--- config.mk ---
export PLATFORM = sky130hd
export DESIGN_NAME = reg_writeback_flat
export DESIGN_NICKNAME = d
export VERILOG_FILES = /design/src/rtl/reg_writeback_if.sv /design/src/rtl/reg_writeback.sv /design/src/flat_wrapper.sv
export SDC_FILE = /design/constraint.sdc
export NUM_CORES = 1
export LEC_CHECK = 0
export ABC_AREA = 1
export CAP_MARGIN = 20
export CORE_UTILIZATION = 64
export CTS_CLUSTER_DIAMETER = 50
export CTS_CLUSTER_SIZE = 12
export DETAILED_ROUTE_END_ITERATION = 10
export DONT_BUFFER_PORTS = 1
export PLACE_DENSITY = 0.8
export SYNTH_ARGS = -nofsm -noshare
export SYNTH_HDL_FRONTEND = slang
export SYNTH_SLANG_ARGS = --single-unit
--- constraint.sdc ---
create_clock -name i_clk -period 2.63 [get_ports i_clk]
set_clock_uncertainty 0.1 [all_clocks]
set_input_delay 0.263 -clock i_clk [delete_from_list [all_inputs] [get_ports i_clk]]
set_output_delay 0.263 -clock i_clk [all_outputs]
set_load 0.02 [all_outputs]
--- src/rtl/reg_writeback_if.sv ---
// reg_writeback_if: groups the writeback-stage traffic (ALU result, long-latency
// result handshake, issue/decode hazard lookup and register-file write port).
// The slave modport is the writeback block; the master modport is its environment.
interface reg_writeback_if;
  logic        i_alu_valid;
  logic [4:0]  i_alu_rd;
  logic [31:0] i_alu_data;
  logic        i_lu_valid;
  logic [4:0]  i_lu_rd;
  logic [31:0] i_lu_data;
  logic        o_lu_ready;
  logic        i_issue_valid;
  logic [4:0]  i_issue_rd;
  logic [4:0]  i_RA;
  logic [4:0]  i_RB;
  logic        o_stall;
  logic        o_alu_hold;
  logic [4:0]  o_RW;
  logic [31:0] o_BusW;
  logic        o_RegWrite;
  logic        o_err;

  modport slave (
    input  i_alu_valid, i_alu_rd, i_alu_data,
    input  i_lu_valid, i_lu_rd, i_lu_data,
    output o_lu_ready,
    input  i_issue_valid, i_issue_rd, i_RA, i_RB,
    output o_stall, o_alu_hold, o_RW, o_BusW, o_RegWrite, o_err
  );

  modport master (
    output i_alu_valid, i_alu_rd, i_alu_data,
    output i_lu_valid, i_lu_rd, i_lu_data,
    input  o_lu_ready,
    output i_issue_valid, i_issue_rd, i_RA, i_RB,
    input  o_stall, o_alu_hold, o_RW, o_BusW, o_RegWrite, o_err
  );
endinterface

--- src/rtl/reg_writeback.sv ---
// reg_writeback: single register-file write port shared by a single-cycle ALU
// path and a buffered long-latency path. The ALU has priority; a starvation
// counter periodically holds the ALU so buffered results always drain. A
// pending scoreboard tracks issued long-latency destinations for decode stalls.
module reg_writeback #(
  parameter int FIFO_DEPTH = 2,
  parameter int STARVE_LIM = 3
) (
  input logic            i_clk,
  input logic            i_rst_n,
  reg_writeback_if.slave bus
);

  localparam int PW = $clog2(FIFO_DEPTH);
  localparam int CW = PW + 1;
  localparam int SW = (STARVE_LIM > 1) ? $clog2(STARVE_LIM + 1) : 1;

  localparam logic [PW-1:0] PTR_ONE     = PW'(1);
  localparam logic [CW-1:0] CNT_ONE     = CW'(1);
  localparam logic [CW-1:0] CNT_FULL    = CW'(FIFO_DEPTH);
  localparam logic [SW-1:0] STV_ONE     = SW'(1);
  localparam logic [SW-1:0] STARVE_LAST = SW'(STARVE_LIM - 1);

  // Result buffer storage and control state
  logic [4:0]    fifo_rd_r   [FIFO_DEPTH];
  logic [31:0]   fifo_data_r [FIFO_DEPTH];
  logic [PW-1:0] wptr_r;
  logic [PW-1:0] rptr_r;
  logic [CW-1:0] count_r;
  logic [SW-1:0] starve_r;
  logic          hold_r;
  logic          err_r;
  logic [31:0]   pending_r;

  // Registered write port
  logic          regwrite_r;
  logic [4:0]    rw_r;
  logic [31:0]   busw_r;

  // Per-cycle decisions
  logic          full_s;
  logic          empty_s;
  logic          lu_ready_s;
  logic          push_s;
  logic          alu_sel_s;
  logic          alu_drop_s;
  logic          pop_s;
  logic [4:0]    head_rd_s;
  logic [31:0]   head_data_s;
  logic [31:0]   set_mask_s;
  logic [31:0]   clr_mask_s;
  logic [31:0]   pending_nxt_s;
  logic          stall_s;

  // Buffer status, handshake and write-slot arbitration
  always_comb begin
    full_s      = (count_r == CNT_FULL);
    empty_s     = (count_r == {CW{1'b0}});
    // Ready is forced low while reset is asserted; a full buffer never
    // accepts, even if the head is popped in the same cycle.
    lu_ready_s  = i_rst_n && !full_s;
    // rd=0 results complete the handshake but are not stored.
    push_s      = bus.i_lu_valid && lu_ready_s && (bus.i_lu_rd != 5'd0);
    alu_sel_s   = !hold_r && bus.i_alu_valid && (bus.i_alu_rd != 5'd0);
    alu_drop_s  = hold_r && bus.i_alu_valid && (bus.i_alu_rd != 5'd0);
    pop_s       = !alu_sel_s && !empty_s;
    head_rd_s   = fifo_rd_r[rptr_r];
    head_data_s = fifo_data_r[rptr_r];
  end

  // Scoreboard next state: clear on buffered write, set on issue, set wins
  always_comb begin
    set_mask_s = 32'd0;
    clr_mask_s = 32'd0;
    if (bus.i_issue_valid && (bus.i_issue_rd != 5'd0)) begin
      set_mask_s[bus.i_issue_rd] = 1'b1;
    end else begin
      set_mask_s = 32'd0;
    end
    if (pop_s) begin
      clr_mask_s[head_rd_s] = 1'b1;
    end else begin
      clr_mask_s = 32'd0;
    end
    // Register 0 is never tracked.
    pending_nxt_s = ((pending_r & ~clr_mask_s) | set_mask_s) & 32'hFFFF_FFFE;
  end

  // Decode hazard check against the pending scoreboard
  always_comb begin
    stall_s = ((bus.i_RA != 5'd0) && pending_r[bus.i_RA]) ||
              ((bus.i_RB != 5'd0) && pending_r[bus.i_RB]);
  end

  // Buffer storage, pointers and occupancy
  always_ff @(posedge i_clk or negedge i_rst_n) begin
    if (!i_rst_n) begin
      for (int i = 0; i < FIFO_DEPTH; i++) begin
        fifo_rd_r[i]   <= 5'd0;
        fifo_data_r[i] <= 32'd0;
      end
      wptr_r  <= {PW{1'b0}};
      rptr_r  <= {PW{1'b0}};
      count_r <= {CW{1'b0}};
    end else begin
      if (push_s) begin
        fifo_rd_r[wptr_r]   <= bus.i_lu_rd;
        fifo_data_r[wptr_r] <= bus.i_lu_data;
        wptr_r              <= wptr_r + PTR_ONE;
      end
      if (pop_s) begin
        rptr_r <= rptr_r + PTR_ONE;
      end
      case ({push_s, pop_s})
        2'b10:   count_r <= count_r + CNT_ONE;
        2'b01:   count_r <= count_r - CNT_ONE;
        default: count_r <= count_r;
      endcase
    end
  end

  // Starvation counter and one-cycle ALU hold
  always_ff @(posedge i_clk or negedge i_rst_n) begin
    if (!i_rst_n) begin
      starve_r <= {SW{1'b0}};
      hold_r   <= 1'b0;
    end else if (!empty_s && !pop_s) begin
      // The edge on which the count would reach the limit raises the hold
      // for the following cycle, whose forced pop restarts the count.
      if (starve_r == STARVE_LAST) begin
        hold_r   <= 1'b1;
        starve_r <= {SW{1'b0}};
      end else begin
        hold_r   <= 1'b0;
        starve_r <= starve_r + STV_ONE;
      end
    end else begin
      hold_r   <= 1'b0;
      starve_r <= {SW{1'b0}};
    end
  end

  // Pending scoreboard and sticky protocol error
  always_ff @(posedge i_clk or negedge i_rst_n) begin
    if (!i_rst_n) begin
      pending_r <= 32'd0;
      err_r     <= 1'b0;
    end else begin
      pending_r <= pending_nxt_s;
      if (alu_drop_s) begin
        err_r <= 1'b1;
      end
    end
  end

  // Registered register-file write port
  always_ff @(posedge i_clk or negedge i_rst_n) begin
    if (!i_rst_n) begin
      regwrite_r <= 1'b0;
      rw_r       <= 5'd0;
      busw_r     <= 32'd0;
    end else if (alu_sel_s) begin
      regwrite_r <= 1'b1;
      rw_r       <= bus.i_alu_rd;
      busw_r     <= bus.i_alu_data;
    end else if (pop_s) begin
      regwrite_r <= 1'b1;
      rw_r       <= head_rd_s;
      busw_r     <= head_data_s;
    end else begin
      regwrite_r <= 1'b0;
      rw_r       <= 5'd0;
      busw_r     <= 32'd0;
    end
  end

  assign bus.o_lu_ready = lu_ready_s;
  assign bus.o_stall    = stall_s;
  assign bus.o_alu_hold = hold_r;
  assign bus.o_RW       = rw_r;
  assign bus.o_BusW     = busw_r;
  assign bus.o_RegWrite = regwrite_r;
  assign bus.o_err      = err_r;

endmodule
--- src/flat_wrapper.sv ---
// flat-port wrapper written by rule: the top's interface ports become plain ports
module reg_writeback_flat 
#(
  parameter int FIFO_DEPTH = 2,
  parameter int STARVE_LIM = 3
)
  (i_clk, i_rst_n, bus_i_alu_valid, bus_i_alu_rd, bus_i_alu_data, bus_i_lu_valid, bus_i_lu_rd, bus_i_lu_data, bus_o_lu_ready, bus_i_issue_valid, bus_i_issue_rd, bus_i_RA, bus_i_RB, bus_o_stall, bus_o_alu_hold, bus_o_RW, bus_o_BusW, bus_o_RegWrite, bus_o_err);
  reg_writeback_if bus_i ();
  input logic i_clk;
  input logic i_rst_n;
  input wire logic [$bits(bus_i.i_alu_valid)-1:0] bus_i_alu_valid;
  input wire logic [$bits(bus_i.i_alu_rd)-1:0] bus_i_alu_rd;
  input wire logic [$bits(bus_i.i_alu_data)-1:0] bus_i_alu_data;
  input wire logic [$bits(bus_i.i_lu_valid)-1:0] bus_i_lu_valid;
  input wire logic [$bits(bus_i.i_lu_rd)-1:0] bus_i_lu_rd;
  input wire logic [$bits(bus_i.i_lu_data)-1:0] bus_i_lu_data;
  output wire logic [$bits(bus_i.o_lu_ready)-1:0] bus_o_lu_ready;
  input wire logic [$bits(bus_i.i_issue_valid)-1:0] bus_i_issue_valid;
  input wire logic [$bits(bus_i.i_issue_rd)-1:0] bus_i_issue_rd;
  input wire logic [$bits(bus_i.i_RA)-1:0] bus_i_RA;
  input wire logic [$bits(bus_i.i_RB)-1:0] bus_i_RB;
  output wire logic [$bits(bus_i.o_stall)-1:0] bus_o_stall;
  output wire logic [$bits(bus_i.o_alu_hold)-1:0] bus_o_alu_hold;
  output wire logic [$bits(bus_i.o_RW)-1:0] bus_o_RW;
  output wire logic [$bits(bus_i.o_BusW)-1:0] bus_o_BusW;
  output wire logic [$bits(bus_i.o_RegWrite)-1:0] bus_o_RegWrite;
  output wire logic [$bits(bus_i.o_err)-1:0] bus_o_err;
  assign bus_i.i_alu_valid = bus_i_alu_valid;
  assign bus_i.i_alu_rd = bus_i_alu_rd;
  assign bus_i.i_alu_data = bus_i_alu_data;
  assign bus_i.i_lu_valid = bus_i_lu_valid;
  assign bus_i.i_lu_rd = bus_i_lu_rd;
  assign bus_i.i_lu_data = bus_i_lu_data;
  assign bus_o_lu_ready = bus_i.o_lu_ready;
  assign bus_i.i_issue_valid = bus_i_issue_valid;
  assign bus_i.i_issue_rd = bus_i_issue_rd;
  assign bus_i.i_RA = bus_i_RA;
  assign bus_i.i_RB = bus_i_RB;
  assign bus_o_stall = bus_i.o_stall;
  assign bus_o_alu_hold = bus_i.o_alu_hold;
  assign bus_o_RW = bus_i.o_RW;
  assign bus_o_BusW = bus_i.o_BusW;
  assign bus_o_RegWrite = bus_i.o_RegWrite;
  assign bus_o_err = bus_i.o_err;
  reg_writeback #(.FIFO_DEPTH(FIFO_DEPTH), .STARVE_LIM(STARVE_LIM)) u_core (.i_clk(i_clk), .i_rst_n(i_rst_n), .bus(bus_i));
endmodule
-- After elaboration in Yosys (flattened, before gate mapping)
Index checks and enable logic that the tools add are counted.
- word-level logic and storage cells: 98
- register bits: 151
- output and inout port bits: 42
- input bits: 94
- reduce and logical (&&, ||, !) cells: 28
- multiplexer cells: 33
- eq/ne operators: 4
- bitwise logic cells: 5
- add/subtract/negate cells: 5
- magnitude comparators: 9
- operator list (cell ; count):
    2-to-1 mux 32 bit ; 8
    bitwise mux 64 bit ; 1
    AND 32 bit ; 1
    demux 32 bit (select 1 bit) ; 1
    NOT 32 bit ; 1
    bitwise OR 32 bit ; 1
    2-to-1 mux 5 bit ; 6
    nonzero test 5 bit ; 5
    < comparator 5 x 6 -> 1 bit (second input constant) ; 4
    logical AND 1 bit ; 15
    binary-select mux 1 bit (select 5 bit) ; 2
    bitwise mux 10 bit ; 1
    demux 1 bit (select 5 bit) ; 2
    greater-or-equal comparator 5 x 1 -> 1 bit (second input constant) ; 2
    2-to-1 mux 1 bit ; 8
    == test 2 bit (second input constant) ; 3
    demux 5 bit (select 1 bit) ; 1
    logical NOT 1 bit ; 5
    adder 2 x 1 -> 2 bit (second input constant) ; 2
    greater-or-equal comparator 2 bit (second input constant) ; 2
    2-to-1 mux 2 bit ; 2
    NOT 1 -> 2 bit ; 2
    one-hot mux 2 bit (2 select lines) ; 1
    adder 1 bit (second input constant) ; 2
    6 further kinds ; 6

-- Longest topological paths before layout
Gate-level depths: netlist of the first run.
- depth in word-level cells: 12
- mapped depth: 14
- depth with buffers taken out: 13

-- Least setup slack after synthesis of the first run
Ideal clock, no wire load.
- kind: register -> register
- from: reg u_core.count_r[0]
- to: reg u_core.count_r[1]
- cell stages (with the launch flop): 10
- path slack: 640 ps
- period minus slack after synthesis: 1990 ps
- buffers on the path: 2
- arrival time: 1759 ps
- library setup time: 131 ps
- cell sequence: dfrtp_1 -> inv_2 -> a21boi_4 -> nand3_4 -> buf_6 -> buf_6 -> ha_1 -> a21oi_1 -> o21ai_0 -> xor2_1
- cells in the longest elaborated chain, start to end: 7
- elaborated cells on any way between the ends: 14
- classes of those cells: 2 x add/sub; 3 x eq/ne; 1 x mux; 8 x reduce/logical
- RTL lines (what ; line ; RTL):
    start, declared ; reg_writeback.sv:29 ; logic [CW-1:0] count_r;
    start signal, assigned ; reg_writeback.sv:104 ; count_r <= {CW{1'b0}};
    start signal, assigned ; reg_writeback.sv:115 ; 2'b10: count_r <= count_r + CNT_ONE;
    start signal, assigned ; reg_writeback.sv:116 ; 2'b01: count_r <= count_r - CNT_ONE;
    == test 2 bit * ; reg_writeback.sv:57 ; full_s = (count_r == CNT_FULL);
    logical NOT 1 bit * ; reg_writeback.sv:61 ; lu_ready_s = i_rst_n && !full_s;
    logical AND 1 bit * ; reg_writeback.sv:61 ;
    net bus_o_lu_ready ; flat_wrapper.sv:17 ; output wire logic [$bits(bus_i.o_lu_ready)-1:0] bus_o_lu_ready;
    logical AND 1 bit * (2 in a row) ; reg_writeback.sv:63 ; push_s = bus.i_lu_valid && lu_ready_s && (bus.i_lu_rd != 5'd0);
    == test 2 x 1 -> 1 bit / == test 2 bit (equally long branches) ; reg_writeback.sv:114 ; case ({push_s, pop_s})
    one-hot mux 2 bit (2 select lines) / nonzero test 2 bit (equally long branches) ; -- ;
Mark *: on every way through the listed nets, which the timed path passes. The rest lies on a longest branch.
A chain may end at the register's enable or synchronous reset.

-- Worst setup path in the final report of the first run
- from: reg u_core.count_r[0]
- to: reg u_core.fifo_data_r[54] (netlist name)
- cells in the longest elaborated chain, start to end: 5
- RTL lines (what ; line ; RTL):
    == test 2 bit ; reg_writeback.sv:57 ;
    logical NOT 1 bit ; reg_writeback.sv:61 ;
    logical AND 1 bit ; reg_writeback.sv:61 ;
    net bus_o_lu_ready ; flat_wrapper.sv:17 ;
    logical AND 1 bit (2 in a row) ; reg_writeback.sv:63 ;
    end signal, assigned by index ; reg_writeback.sv:108 ; fifo_data_r[wptr_r] <= bus.i_lu_data;
    end, declared ; reg_writeback.sv:26 ; logic [31:0] fifo_data_r [FIFO_DEPTH];
The timed path passes the listed nets, and every way through them passes these cells.

==> impl.org, run 1 <==
** Die
- In this run the standard cell core region covers 10890 um^2.
- DIE WIDTH :: 107.9 um
- Row generation in the floorplan step produced 38 rows.
- Effective utilization at floorplan :: ~66%
- Die Area :: roughly 12000 um^2
- 136 I/O pins were placed.
- The die is approximately 110 um tall.

** Finish
- Antenna cells :: 0
- The library cell used most frequently in the layout, excluding fill and tap cells, is sky130_fd_sc_hd__nand2_1.
- The post-route netlist has 6.019% of its cells at a drive strength greater than 1.
- After the last flow step, the layout net total stands at approximately 1000.
- Area growth from synthesis to final layout :: 19.47%
- Leaving out fill and tap cells, the most frequent cells in the layout are 275 x sky130_fd_sc_hd__nand2_1, 150 x sky130_fd_sc_hd__dfrtp_1, 120 x sky130_fd_sc_hd__o21ai_0, 96 x sky130_fd_sc_hd__inv_1, 86 x sky130_fd_sc_hd__dlygate4sd3_1.
- Fill cell total of the finished layout :: ~710

** Power and ir drop
- In this run the power density over the cells is 1094 nW/um^2.
- Design Power :: between 9 and 10 mW
- In this run the static leakage power is a little over 4 nW.
- IR analysis of the VDD net gives a maximum drop of roughly 0.00066 V.

** Timing
- Max Slew Vio Count :: 0
- Once routing completed, OpenROAD measured the worst setup slack at 0.4147 ns.
- Setup tns final :: 0 ns
- At the pin with the least slew margin, the transition time is 0.8862 ns.
- The routed design could run at a clock period as short as 2.215 ns.
- WHS :: -0.6898 ns
- Unrepaired setup endpoints after global routing :: false
- After layout, the worst path uses a little over four fifths of the clock period.
- Headroom to the max-slew limit came out at between 40 and 50%.
- Setup violations remaining at the end of the flow were counted as 0.
- Highest clock rate :: ~450 MHz
- The number of failing hold endpoints at the final stage is 151.

** Outcome
- Violations in the final reports :: hold timing
- Outcome :: finished, violations left

** CTS
- The clock tree synthesis step divided the H-tree into 4 levels.
- The clock net in this run drives a total of 151 sinks.
- After clock tree synthesis, the clock-pin slew on the worst setup and hold paths is about 0.060 ns.
- Clock tree from TritonCTS :: built
- Clock tree synthesis inserted a total of 17 buffers.
- Worst skew pair latency :: 0.55 ns
- Clock Tree Buf Depth :: 2
- Hold repair after CTS inserted 86 buffers.
- CTS placed an instance of sky130_fd_sc_hd__clkbuf_8 at the clock tree root.

** Placed design
- Placement Setup Slack :: 0.4589 ns
- Detailed placement HPWL :: 11660 um
- The count of buffers added on input and output ports is 0.
- Last weighted congestion value of the routability-driven placer :: 0.8576

** GRT
- Global routing used between 40% and 50% of the available met1 tracks.
- Global routing used 35.14% of the available tracks across all layers.
- Number of global-route vias before repair :: approximately 6300
- For this run the aggregate overflow at the end of global routing stands at 0.
- M2 GR Usage :: a little under three fifths
- The number of antenna violations at the first check in global routing is 0.
- The first global-routing pass estimated 31000 um of wire.
- The global routing stage identified its most utilized layer as met2.
- Global routing used 8.777% of the available met3 tracks.
- Entering global routing, the biggest net connects 153 pins.

** Detailed routing
- Total Wirelength :: ~19000 um
- Detailed-route vias per instance :: 5.962
- Antenna-violating nets left :: 0
- Across all layers, the routed design uses 6481 vias.
- DR DRC count :: 0
- After detailed routing, the average wire length per cell comes to 17.52 um.
- DRT Pass-1 Iters :: 5
- After the first detailed-routing iteration, the DRC count stood at 574.

** Critical path
- The setup check on the worst reg-to-reg path leaves a slack of between 0.4 and 0.5 ns.
- STA classifies the critical path startpoint as a flop.
- The worst register-to-register path ends at u_core.fifo_data_r[54].
- Critical Path End Type :: flop
- Startpoint of the lowest-slack register-to-register path :: u_core.count_r[0]
- Of all nets on the critical path, the largest fanout is 33.
- Data on the critical path is required at its endpoint by 2.99 ns.
- The worst setup path is of the flop to flop kind.
- At the worst endpoint, the arrival time is around 2.6 ns.
- The number of cells on the worst reg-to-reg path is 7.

** Yosys
- Adder and majority cell fraction of the synthesized area :: less than 1%
- Counting flops with a built-in enable in the synthesized netlist gives 0.
- Seq/Total Area, Yosys :: between 50 and 60%
- When the netlist entered floorplanning its net count stood at 960.
- The synthesized design contains 151 register bits.
- Xor and xnor fraction of the mapped netlist area :: 0.3661%
- Yosys warning total :: 0
- Basic-gate share of the synthesized area counting and, or, nand and nor cells :: 21.29%
- Async set-or-reset flop fraction in the synthesized netlist :: 100.0%
- Post-synthesis compound-gate area fraction :: 16.68%
- The synthesized netlist occupies a cell area of between 7000 and 8000 um^2.
- After technology mapping, the gate count stands at 865.
- Dominant register cell in the synthesized netlist :: sky130_fd_sc_hd__dfrtp_1
- The portion of synthesized area spent on multiplexers is 0%.
- By area, the combinational part of the netlist is dominated by simple AND/OR/NAND/NOR gates.
- Post-synth cell types :: 35
- Dividing the synthesized area by the synthesized cell count gives roughly 8.3 um^2.

** Hold path
- In this run the worst hold path is classified as input port to asynchronous set/reset pin.

** Run
- Reported max-cap violation count :: 0
flip-flops by register name (all words and copies together) (netlist names):
| signal | flops |
|---|---|
| u_core.bus.o_BusW | 32 |
| u_core.bus.o_err | 1 |
| u_core.rptr_r | 1 |
| u_core.count_r | 2 |
| u_core.wptr_r | 1 |
| u_core.bus.o_RW | 5 |
| u_core.pending_r | 31 |
| u_core.fifo_rd_r | 10 |
| u_core.bus.o_RegWrite | 1 |
| u_core.starve_r | 2 |
| u_core.bus.o_alu_hold | 1 |
| u_core.fifo_data_r | 64 |
power by group:
| group | total [mW] | switching, mW | internal [mW] |
|---|---|---|---|
| registers | 4.22 | 0.879 | 3.34 |
| logic | 2.93 | 1.90 | 1.03 |
| clock network | 2.23 | 0.885 | 1.34 |
| total | 9.38 | 3.67 | 5.71 |
cell families (layout without fill, tap and decap cells):
logic type	count (synthesis)	after routing
fa+ha+maj	1	1
simple gates	366	366
compound gates	202	202
flops	151	151
buf+inv	142	224
xor+xnor	3	3
synth_stat cells, types with 6 or more instances:
| cell type | number | area, um^2 |
|---|---|---|
| sky130_fd_sc_hd__o22ai_1 | 7 | 43.79 |
| sky130_fd_sc_hd__clkbuf_1 | 7 | 26.28 |
| sky130_fd_sc_hd__nor3_1 | 14 | 70.07 |
| sky130_fd_sc_hd__a22o_1 | 32 | 280.3 |
| sky130_fd_sc_hd__inv_1 | 96 | 360.4 |
| sky130_fd_sc_hd__buf_2 | 21 | 105.1 |
| sky130_fd_sc_hd__nor2_1 | 15 | 56.30 |
| sky130_fd_sc_hd__nand2_1 | 275 | 1032 |
| sky130_fd_sc_hd__inv_2 | 6 | 22.52 |
| sky130_fd_sc_hd__o21ai_1 | 28 | 140.1 |
| sky130_fd_sc_hd__o21ai_0 | 120 | 600.6 |
| sky130_fd_sc_hd__nand3_1 | 49 | 245.2 |
| sky130_fd_sc_hd__buf_6 | 8 | 90.09 |
| sky130_fd_sc_hd__dfrtp_1 | 151 | 3779 |
through the flow:
| stage | hold WS [ns] | util, % | cell area [um^2] | std cells |
|---|---|---|---|---|
| final | -0.6898 | 78.75 | 8574 | 1087 |
| after global routing | -0.7078 | 78.75 | 8574 | 1087 |
| after CTS | -0.7098 | 78.75 | 8574 | 1087 |
| after detailed placement | -0.1300 | 66.08 | 7194 | 974 |
| after global placement | -0.1301 | 66.08 | 7194 | 974 |
| after floorplan | -0.1326 | - | 7177 | 865 |
what timing repair did:
item / 4_1_cts / 5_1_grt
hold endpoints to repair: 295 / 151
buffers inserted: 0 / 0
gates resized for setup: 0 / 0
worst max-delay path, stage by stage (launching register included):
cell	delay, ns
sky130_fd_sc_hd__dfrtp_1	0.42
sky130_fd_sc_hd__inv_2	0.08
sky130_fd_sc_hd__a21boi_4	0.27
sky130_fd_sc_hd__nand3_4	0.34
sky130_fd_sc_hd__nor2_8	0.49
sky130_fd_sc_hd__buf_12	0.23
sky130_fd_sc_hd__nand2_1	0.09
sky130_fd_sc_hd__o21ai_0	0.10
worst max-delay path by stage:
| stage | startpoint | to | cells after the start |
|---|---|---|---|
| after floorplan | u_core.count_r[0] | u_core.count_r[1] | 9 |
| after global placement | u_core.count_r[0] | u_core.count_r[1] | 7 |
| after detailed placement | u_core.count_r[0] | u_core.count_r[1] | 7 |
| after CTS | u_core.count_r[0] | u_core.count_r[1] | 7 |
| after global routing | u_core.count_r[0] | u_core.fifo_data_r[54] | 7 |
| final | u_core.count_r[0] | u_core.fifo_data_r[54] | 7 |
metal layers:
metal | vias to the layer above | share of wire [%]
met5 | - | 0
met4 | 0 | 3.6
met3 | 63 | 8.0
met2 | 339 | 50
met1 | 3117 | 38
li1 | 2962 | -
layout make-up:
class / instances / area, um^2 / area share, %
Clock inverter: 6 / 80.08 / 0.9339
Clock buffer: 21 / 439.2 / 5.122
Inverter: 102 / 382.9 / 4.465
Tap cell: 140 / 175.2 / 2.043
Sequential cell: 151 / 3780 / 44.08
Timing Repair Buffer: 95 / 953.4 / 11.12
Multi-Input combinational cell: 572 / 2764 / 32.23
No activity file was read; power rests on OpenSTA's default activity.
==> run 2: changes to the inputs <==
==> constraint.sdc (replaced) <==
create_clock -name i_clk -period 2.2 [get_ports i_clk]
set_clock_uncertainty 0.1 [all_clocks]
set_input_delay 0.22 -clock i_clk [delete_from_list [all_inputs] [get_ports i_clk]]
set_output_delay 0.22 -clock i_clk [all_outputs]
set_load 0.02 [all_outputs]
==> impl.org, run 2 (synthesis gave the netlist of run 1 again) <==
** Finish
- Finished layout cell area :: 8815 um^2 (+2.8%)
- The number of flip-flops in the largest register was 64 (unchanged).
- The number of diodes added for antenna fixing is 0 (unchanged).
- The top cell types in the final layout, fill and taps aside, are 274 x sky130_fd_sc_hd__nand2_1, 150 x sky130_fd_sc_hd__dfrtp_1, 120 x sky130_fd_sc_hd__o21ai_0, 96 x sky130_fd_sc_hd__inv_1, 91 x sky130_fd_sc_hd__dlygate4sd3_1.
- The number of nets in the layout is 1044 (+0.97%).
- Area taken by flip-flops and latches :: 3780 um^2 (unchanged)
- u_core.fifo_data_r holds more flip-flops than any other register.
- Final core area utilization :: 80.96% (+2.2 points)
- Area growth from synthesis to final layout :: 22.82%
- Leading cell type in the layout, fill and taps excluded :: sky130_fd_sc_hd__nand2_1
- The total area of multi-input combinational cells came to 2766 um^2 (about the same).
- The filler cell count was 685 (-2.8%).
- Layout cells sized above 1 :: 6.979% (+0.96 points)

** CTS
- Clock Pin Slew Worst Setup and Hold Paths :: 0.06 ns (about the same)
- TritonCTS built the clock tree.
- The total clock buffers created by CTS is 17 (unchanged).
- H-tree Lvls :: 4 (unchanged)
- Clk Tree Root Cell :: sky130_fd_sc_hd__clkbuf_8
- The count of clock tree sinks is 151 (unchanged).
- The quantity of hold-fixing buffers added after cts is 91 (+5.8%).
- Clock Tree Buf Depth :: 2 (unchanged)
- The latest clock arrival within the worst-skew pair was 0.53 ns (-0.02 ns).

** Critical path
- Walking the worst path, the cells encountered are inv_2, a21boi_4, nand3_4, nor2_4, nand2_1, dlygate4sd3_1, nand2_1.
- Sum of buffers and inverters on the critical path :: 2 (unchanged)
- By startpoint and endpoint, the worst setup path is classified as flop to flop.
- The largest individual stage delay along the critical path comes from the cell sky130_fd_sc_hd__dlygate4sd3_1.
- Largest stage delay on the critical path :: 0.58 ns (+0.09 ns)
- The cell that appears most often on the critical path is sky130_fd_sc_hd__nand2_1.
- Critical Path End Type :: flop
- Arrival time at the worst endpoint :: 2.46 ns (-0.12 ns)
- The worst setup path is launched from a flop.
- Critical path peak fanout :: 13 (-61%)
- The kind of cell with the highest combined delay along the critical path is simple AND/OR/NAND/NOR gates.
- Required time of the worst setup path :: 2.57 ns (-0.42 ns)

** Timing
- Final cycle utilization of the critical path :: 94.80% (+11 points)
- The setup slack after layout was 0.1144 ns (-0.3003 ns).
- Max Slew Vio Count :: 0 (unchanged)
- Worst slew pin tran :: 0.4570 ns (-0.4292 ns)
- Final-report setup violation count :: 0 (unchanged)
- The headroom to the max-slew limit is 69.50% (+29 points).
- The clock period minus worst slack came to 2.086 ns (-0.1297 ns).
- Setup repair after global routing left no endpoint under its margin.
- Final number of hold-violating endpoints :: 151 (unchanged)
- Setup tns final :: 0 ns (unchanged)
- The worst hold margin came to -0.7231 ns (-0.03332 ns).
- Highest clock rate :: 479.5 MHz (+6.2%)

** Detailed routing
- The detailed-route wire length was 19500 um (+2.4%).
- Initial DRC Count :: 530 (-7.7%)
- The total number of vias came to 6522 (+0.63%).
- DRT Pass-1 Iters :: 5 (unchanged)
- The residual DRC count was 0 (unchanged).
- The via density per instance came to 5.929 (-0.56%).
- Antenna-violating nets left :: 0 (unchanged)
- Detailed-route wire length per cell :: 17.73 um (+1.2%)

** Placed design
- The number of port buffers was 0 (unchanged).
- Post-DP Area :: 7244 um^2 (+0.70%)
- Placement Setup Slack :: 0.2688 ns (-0.1901 ns)
- Last weighted congestion value of the routability-driven placer :: 0.8605 (+0.34%)
- Detailed placement HPWL :: 11840 um (+1.5%)

** Power and ir drop
- The switching part of the total power was 37.77% (-1.4 points).
- Logic gate share of total power :: 30.9% (-0.4 points)
- The highest ir drop seen on vdd was 0.0007573 V (+15%).
- The areal power density over the cells is 1354 nW/um^2 (+24%).
- Static Leak :: 4.227 nW (+2.5%)
- Power dissipated by switching net loads :: 4.508 mW (+23%)
- Share of power burned in the clock network :: 27.2% (+3.5 points)
- The proportion of power drawn by flip-flops and latches came to 41.9% (-3.1 points).
- Design internal power :: 7.428 mW (+30%)

** Die
- Area of the core :: 10890 um^2 (unchanged)
- Number of ports placed on the die boundary :: 136 (unchanged)
- The area of the die was 11640 um^2 (unchanged).
- The row count came to 38 (unchanged).
- The width of the die was 107.9 um (unchanged).
- Effective utilization at floorplan :: 65.92% (unchanged)
- Height of the die :: 107.9 um (unchanged)

** Hold path
- The tightest min-delay check is of the input port to asynchronous set/reset pin type.

** Run
- The max-cap violation count is 0 (unchanged).

** GRT
- Overall overflow remaining after global route :: 0 (unchanged)
- Antenna violations before repair :: 0 (unchanged)
- The overall global routing resource usage is 35.16% (about the same).
- The global-route wire length before repair is 30970 um (about the same).
- The number of global-route vias before repair is 6541 (+3.4%).
- The pin count of the biggest net entering global routing came to 153 (unchanged).

** Outcome
- Violations in the final reports :: hold timing
- Outcome :: finished, violations left
run 2: cell types whose count changed in the layout (fill, tap and decap cells not counted):
cell,previous run,this run
sky130_fd_sc_hd__buf_12,2,3
sky130_fd_sc_hd__buf_4,7,11
sky130_fd_sc_hd__bufinv_16,2,6
sky130_fd_sc_hd__clkbuf_1,3,2
sky130_fd_sc_hd__clkbuf_8,2,4
sky130_fd_sc_hd__clkinv_2,4,1
sky130_fd_sc_hd__clkinv_4,0,1
sky130_fd_sc_hd__dlygate4sd3_1,86,91
sky130_fd_sc_hd__nand2_1,275,274
sky130_fd_sc_hd__nand2_2,2,3
run 2: area by class of cell:
type | count | area share, %
tap | 140 | 1.987
clock buffer | 22 | 5.252
multi-input combinational | 572 | 31.38
inverter | 102 | 4.344
sequential | 151 | 42.88
timing repair buffer | 105 | 11.95
clock inverter | 8 | 2.200
run 2: final timing paths:
path	start	endpoint	slack [ns]	cells past startpoint
max	u_core.count_r[0]	u_core.fifo_data_r[28]	0.11	7
min	i_rst_n	u_core.bus.o_BusW[6]	-0.72	0
max reg2reg	u_core.count_r[0]	u_core.fifo_data_r[28]	0.11	7
min reg2reg	u_core.starve_r[0]	u_core.starve_r[0]	0.36	1
max in group asynchronous	i_rst_n	u_core.rptr_r	2.41	0
min in group i_clk	bus_i_lu_rd[0]	u_core.fifo_rd_r[6]	0.15	6
run 2: worst reg2reg max path: stages, from the launching register on:
cell and delay (ns):
sky130_fd_sc_hd__dfrtp_1 0.42, sky130_fd_sc_hd__inv_2 0.08, sky130_fd_sc_hd__a21boi_4 0.17, sky130_fd_sc_hd__nand3_4 0.16, sky130_fd_sc_hd__nor2_4 0.34, sky130_fd_sc_hd__nand2_1 0.11
sky130_fd_sc_hd__dlygate4sd3_1 0.58, sky130_fd_sc_hd__nand2_1 0.07
run 2: repair_timing:
action                                 4_1_cts  5_1_grt
setup endpoints to repair                    0        1
resized for setup                            0        1
buffers inserted                             0        0
endpoints found under the hold margin      294      151
run 2: stage by stage:
step / power (mW) / hold WS (ns) / instances
3_3_place_gp: 8.097 / -0.1730 / 979
5_1_grt: 12.58 / -0.7433 / 1100
4_1_cts: 11.77 / -0.7365 / 1100
6_report: 11.94 / -0.7231 / 1100
2_1_floorplan: 7.459 / -0.1756 / 865
3_5_place_dp: 8.349 / -0.1729 / 979
run 2: metal layers:
layer | share of wire, % | track usage, % | vias to the layer above
met5 | 0 | 0 | -
met4 | 2.2 | 13.89 | 0
met3 | 7.7 | 8.656 | 48
met2 | 53 | 62.23 | 348
met1 | 38 | 40.83 | 3156
li1 | - | - | 2970
run 2: power by group through the flow:
stage | logic [mW] | clock network [mW] | registers, mW
after floorplan | 2.70 | 0 | 4.76
after global placement | 3.16 | 0 | 4.93
after detailed placement | 3.35 | 0 | 5.00
after CTS | 3.54 | 3.26 | 4.97
after global routing | 4.10 | 3.37 | 5.12
final | 3.69 | 3.25 | 5.00
==> run 3: changes to the inputs <==
--- a/config.mk
+++ b/config.mk
@@ -5,14 +5,15 @@
 export SDC_FILE = /design/constraint.sdc
 export NUM_CORES = 1
 export LEC_CHECK = 0
-export ABC_AREA = 1
+export ABC_AREA = 0
 export CAP_MARGIN = 20
-export CORE_UTILIZATION = 64
+export CORE_UTILIZATION = 63
 export CTS_CLUSTER_DIAMETER = 50
 export CTS_CLUSTER_SIZE = 12
 export DETAILED_ROUTE_END_ITERATION = 10
 export DONT_BUFFER_PORTS = 1
-export PLACE_DENSITY = 0.8
+export PLACE_DENSITY = 0.79
+export REMOVE_ABC_BUFFERS = 1
 export SYNTH_ARGS = -nofsm -noshare
 export SYNTH_HDL_FRONTEND = slang
 export SYNTH_SLANG_ARGS = --single-unit
==> impl.org, run 3 <==
** Die
- The area of the die is 11630 um^2 (-0.13%).
- The total I/O pin count is 136 (unchanged).
- The floorplan core area is 10890 um^2 (unchanged).
- Placement Rows :: 38 (unchanged)
- DIE WIDTH :: 107.8 um (about the same)
- The starting utilization of the core area is 64.80% (-1.1 points).
- The vertical extent of the die is 107.8 um (about the same).

** Timing
- WHS :: -0.7226 ns (+0.0005460 ns)
- Final cycle utilization of the critical path :: 110.4% (+16 points)
- Max Slew Vio Count :: 0 (unchanged)
- The number of failing hold endpoints at the final stage was 151 (unchanged).
- Final-report setup violation count :: 1 (+1)
- Least setup slack across all paths after layout :: -0.2278 ns (-0.3422 ns)
- Worst slew pin tran :: 0.9868 ns (+0.5298 ns)
- The timing-limited maximum frequency is 411.9 MHz (-14%).
- Unrepaired setup endpoints after global routing :: true
- Rel. slew slack :: 34.22% (-35 points)
- The clock period minus worst slack came to 2.428 ns (+0.3422 ns).

** Critical path
- Largest stage delay on the critical path :: 0.49 ns (-0.09 ns)
- Slowest CP cell :: sky130_fd_sc_hd__mux4_2
- Startpoint of the lowest-slack register-to-register path :: u_core.count_r[1]
- The highest net fanout along the worst path is 3 (-10).
- The path depth of the worst reg2reg path was 5 (-2).
- The worst setup path is of the flop to output port kind.
- Critical path launch point type :: flop
- Worst setup slack for register-to-register paths :: 0.10 ns (about the same)
- The data arrival time of the worst path was 2.11 ns (-0.35 ns).
- The worst setup path is captured at an output port.
- The endpoint identified for the worst register-to-register timing path is u_core.fifo_data_r[25].
- Required time of the worst setup path :: 1.88 ns (-0.69 ns)
- Walking the worst path, the cells encountered are mux4_2, o2111ai_2, o41ai_1, or3_4.

** CTS
- The count of clock tree sinks came to 151 (unchanged).
- The cell sitting at the root of the clock tree is a sky130_fd_sc_hd__clkbuf_8.
- Number of clock buffers inserted by TritonCTS :: 17 (unchanged)
- TritonCTS built the clock tree.
- The worst-case clock buffer depth came to 2 (unchanged).
- Clock Pin Slew Worst Setup and Hold Paths :: 0.06 ns (about the same)
- Hold bufs inserted after CTS :: 86 (-5.5%)
- Worst skew pair latency :: 0.53 ns (about the same)
- The number of H-tree levels came to 4 (unchanged).

** Yosys
- The total number of yosys warnings was 0 (unchanged).
- The share of flip-flops with an asynchronous set or reset after synthesis was 100.0% (unchanged).
- Sorting the synthesized cells by how often they occur yields 151 x sky130_fd_sc_hd__dfrtp_1, 66 x sky130_fd_sc_hd__o21ai_0, 60 x sky130_fd_sc_hd__mux2_4.
- The number of enable flip-flop cells after synthesis is 0 (unchanged).
- Post-Synthesis Cell Area :: 7056 um^2 (-1.7%)
- Dominant register cell in the synthesized netlist :: sky130_fd_sc_hd__dfrtp_1
- The average instance area after synthesis is 12.78 um^2 (+54%).
- Seq/Total Area, Yosys :: 53.56% (+0.91 points)
- The area share of the largest cell type after synthesis was 53.56% (+0.91 points).
- The largest total area in the synthesized netlist belongs to sky130_fd_sc_hd__dfrtp_1.
- The register bit total from synthesis was 151 (unchanged).
- Post-synth cell types :: 46 (+31%)
- Sorting the synthesized cells by area gives the leading types as sky130_fd_sc_hd__dfrtp_1 54%, sky130_fd_sc_hd__mux2_4 13%, sky130_fd_sc_hd__mux2i_1 6.7%.
- Cell with the most instances after synthesis :: sky130_fd_sc_hd__dfrtp_1
- The cell count after synthesis was 552 (-36%).

** GRT
- Largest net degree at the start of global routing :: 153 (unchanged)
- The number of global-route vias before repair is 5539 (-15%).
- Antenna violations before repair :: 0 (unchanged)
- The overall global routing resource usage came to 35.27% (+0.11 points).
- The global-route wire length before repair was 29690 um (-4.1%).
- Overall overflow remaining after global route :: 0 (unchanged)

** Finish
- Area growth from synthesis to final layout :: 24.21%
- Leading cell type in the layout, fill and taps excluded :: sky130_fd_sc_hd__dfrtp_1
- Ranked by flip-flop count, first place goes to u_core.fifo_data_r.
- The fraction of layout cells with a size suffix above 1 is 21.94% (+15 points).
- The number of flip-flops in the largest register came to 64 (unchanged).
- Commonest cells after routing, fill and taps aside :: 150 x sky130_fd_sc_hd__dfrtp_1, 86 x sky130_fd_sc_hd__dlygate4sd3_1, 66 x sky130_fd_sc_hd__o21ai_0, 60 x sky130_fd_sc_hd__mux2_4, 50 x sky130_fd_sc_hd__nand2_1
- The number of diodes added for antenna fixing came to 0 (unchanged).
- The number of nets in the layout came to 743 (-29%).

** Placed design
- The worst setup slack after placement is 0.1682 ns (-0.1007 ns).
- Last weighted congestion value of the routability-driven placer :: 0.8746 (+1.6%)
- Total of buffers placed on input and output ports :: 0 (unchanged)
- The half-perimeter wire length of the detailed placement result is 10730 um (-9.4%).

** Hold path
- Class of the tightest hold or removal check :: input port to asynchronous set/reset pin

** Run
- Reported max-cap violation count :: 0 (unchanged)

** Outcome
- The flow ran to the end, but the final reports show violations.
- Violations in the final reports :: hold timing, setup timing

** Detailed routing
- DRT Pass-1 Iters :: 5 (unchanged)
- Detailed-route wire length per cell :: 24.11 um (+36%)
- DR DRC count :: 0 (unchanged)
- The via density per instance came to 6.436 (+8.5%).
- The number of DRC markers after the initial detailed-route iteration is 435 (-18%).
- The total number of vias is 5155 (-21%).
- The remaining antenna violation count after routing came to 0 (unchanged).
- Total Wirelength :: 19310 um (-0.96%)

** Power and ir drop
- The highest ir drop seen on vdd came to 0.001004 V (+33%).
- Static Leak :: 3.870 nW (-8.4%)
- The areal power density over the cells came to 1462 nW/um^2 (+8.0%).
[run 3: cell types whose count changed in the layout (fill, tap and decap cells not counted), sizes merged, moves of 9 or more]
cell / change
nor2b: +10
o21ai: -87
a22o: -32
mux4: +9
nand3: -43
inv: -90
nand2: -228
o31ai: +28
mux2i: +47
nor3: -13
mux2: +75
[run 3: where the power goes]
part | leakage (nW) | total, mW | switching [mW] | internal [mW]
combinational | 1.74 | 4.12 | 1.95 | 2.17
sequential | 1.82 | 5.47 | 1.38 | 4.09
clock | 0.305 | 3.22 | 1.18 | 2.04
[run 3: final cells by class]
class / count / area (um^2)
Clock buffer: 20 / 455.4
Clock inverter: 12 / 197.7
Fill cell: 551 / 2125
Inverter: 12 / 45.04
Multi-Input combinational cell: 359 / 3067
Sequential cell: 151 / 3780
Tap cell: 140 / 175.2
Timing Repair Buffer: 107 / 1044
[run 3: cells by family after synthesis]
group	share of synthesized area (%)
buffers and inverters	3.564
muxes	24.70
AOI/OAI and AO/OA	10.71
DFF	53.56
and+or+nand+nor	6.668
adders and majority gates	0.1773
xor gates and xnor gates	0.6208
[run 3: routing by layer]
layer / global-route usage, % / share of wire, % / vias up
li1: - / - / 2208
met1: 40.67 / 37 / 2632
met2: 61.54 / 53 / 254
met3: 8.838 / 6.7 / 61
met4: 16.44 / 3.8 / 0
met5: 0 / 0 / -
[run 3: worst max-delay path by stage]
| stage | cells past startpoint | from | endpoint | slack [ns] |
|---|---|---|---|---|
| 5_1_grt | 4 | u_core.pending_r[31] | bus_o_stall | -0.30 |
| 3_3_place_gp | 5 | bus_i_lu_rd[0] | u_core.fifo_data_r[28] | 0.18 |
| 6_report | 4 | u_core.pending_r[31] | bus_o_stall | -0.23 |
| 3_5_place_dp | 5 | bus_i_lu_rd[0] | u_core.fifo_data_r[29] | 0.17 |
| 2_1_floorplan | 5 | u_core.count_r[0] | u_core.fifo_data_r[32] | -2.27 |
| 4_1_cts | 4 | u_core.pending_r[27] | bus_o_stall | -0.25 |
[run 3: worst max-delay path, delay by kind of cell (launching register included)]
kind | cells | cell delay, ns
flip-flops | 1 | 0.40
AO/OA/AOI/OAI | 2 | 0.27
multiplexers | 1 | 0.49
AND/OR/NAND/NOR | 1 | 0.43
[run 3: through the flow]
stage | TNS [ns] | std cells | utilization, % | area [um^2] | power (mW)
floorplan | -159.46 | 522 | - | 6849 | 7.927
global placement | 0 | 682 | 66.34 | 7223 | 8.793
detailed placement | 0 | 682 | 66.34 | 7223 | 9.086
CTS | -0.2476 | 801 | 80.49 | 8763 | 12.52
global route | -0.3029 | 801 | 80.49 | 8763 | 13.30
finish | -0.2278 | 801 | 80.49 | 8763 | 12.82
[run 3: repair_timing]
| item | in CTS | in global routing |
|---|---|---|
| endpoints found under the hold margin | 296 | 151 |
| buffers inserted | 1 | 0 |
| cloned | 0 | 0 |
| resized for setup | 3 | 0 |
| setup endpoints to repair | 1 | 1 |
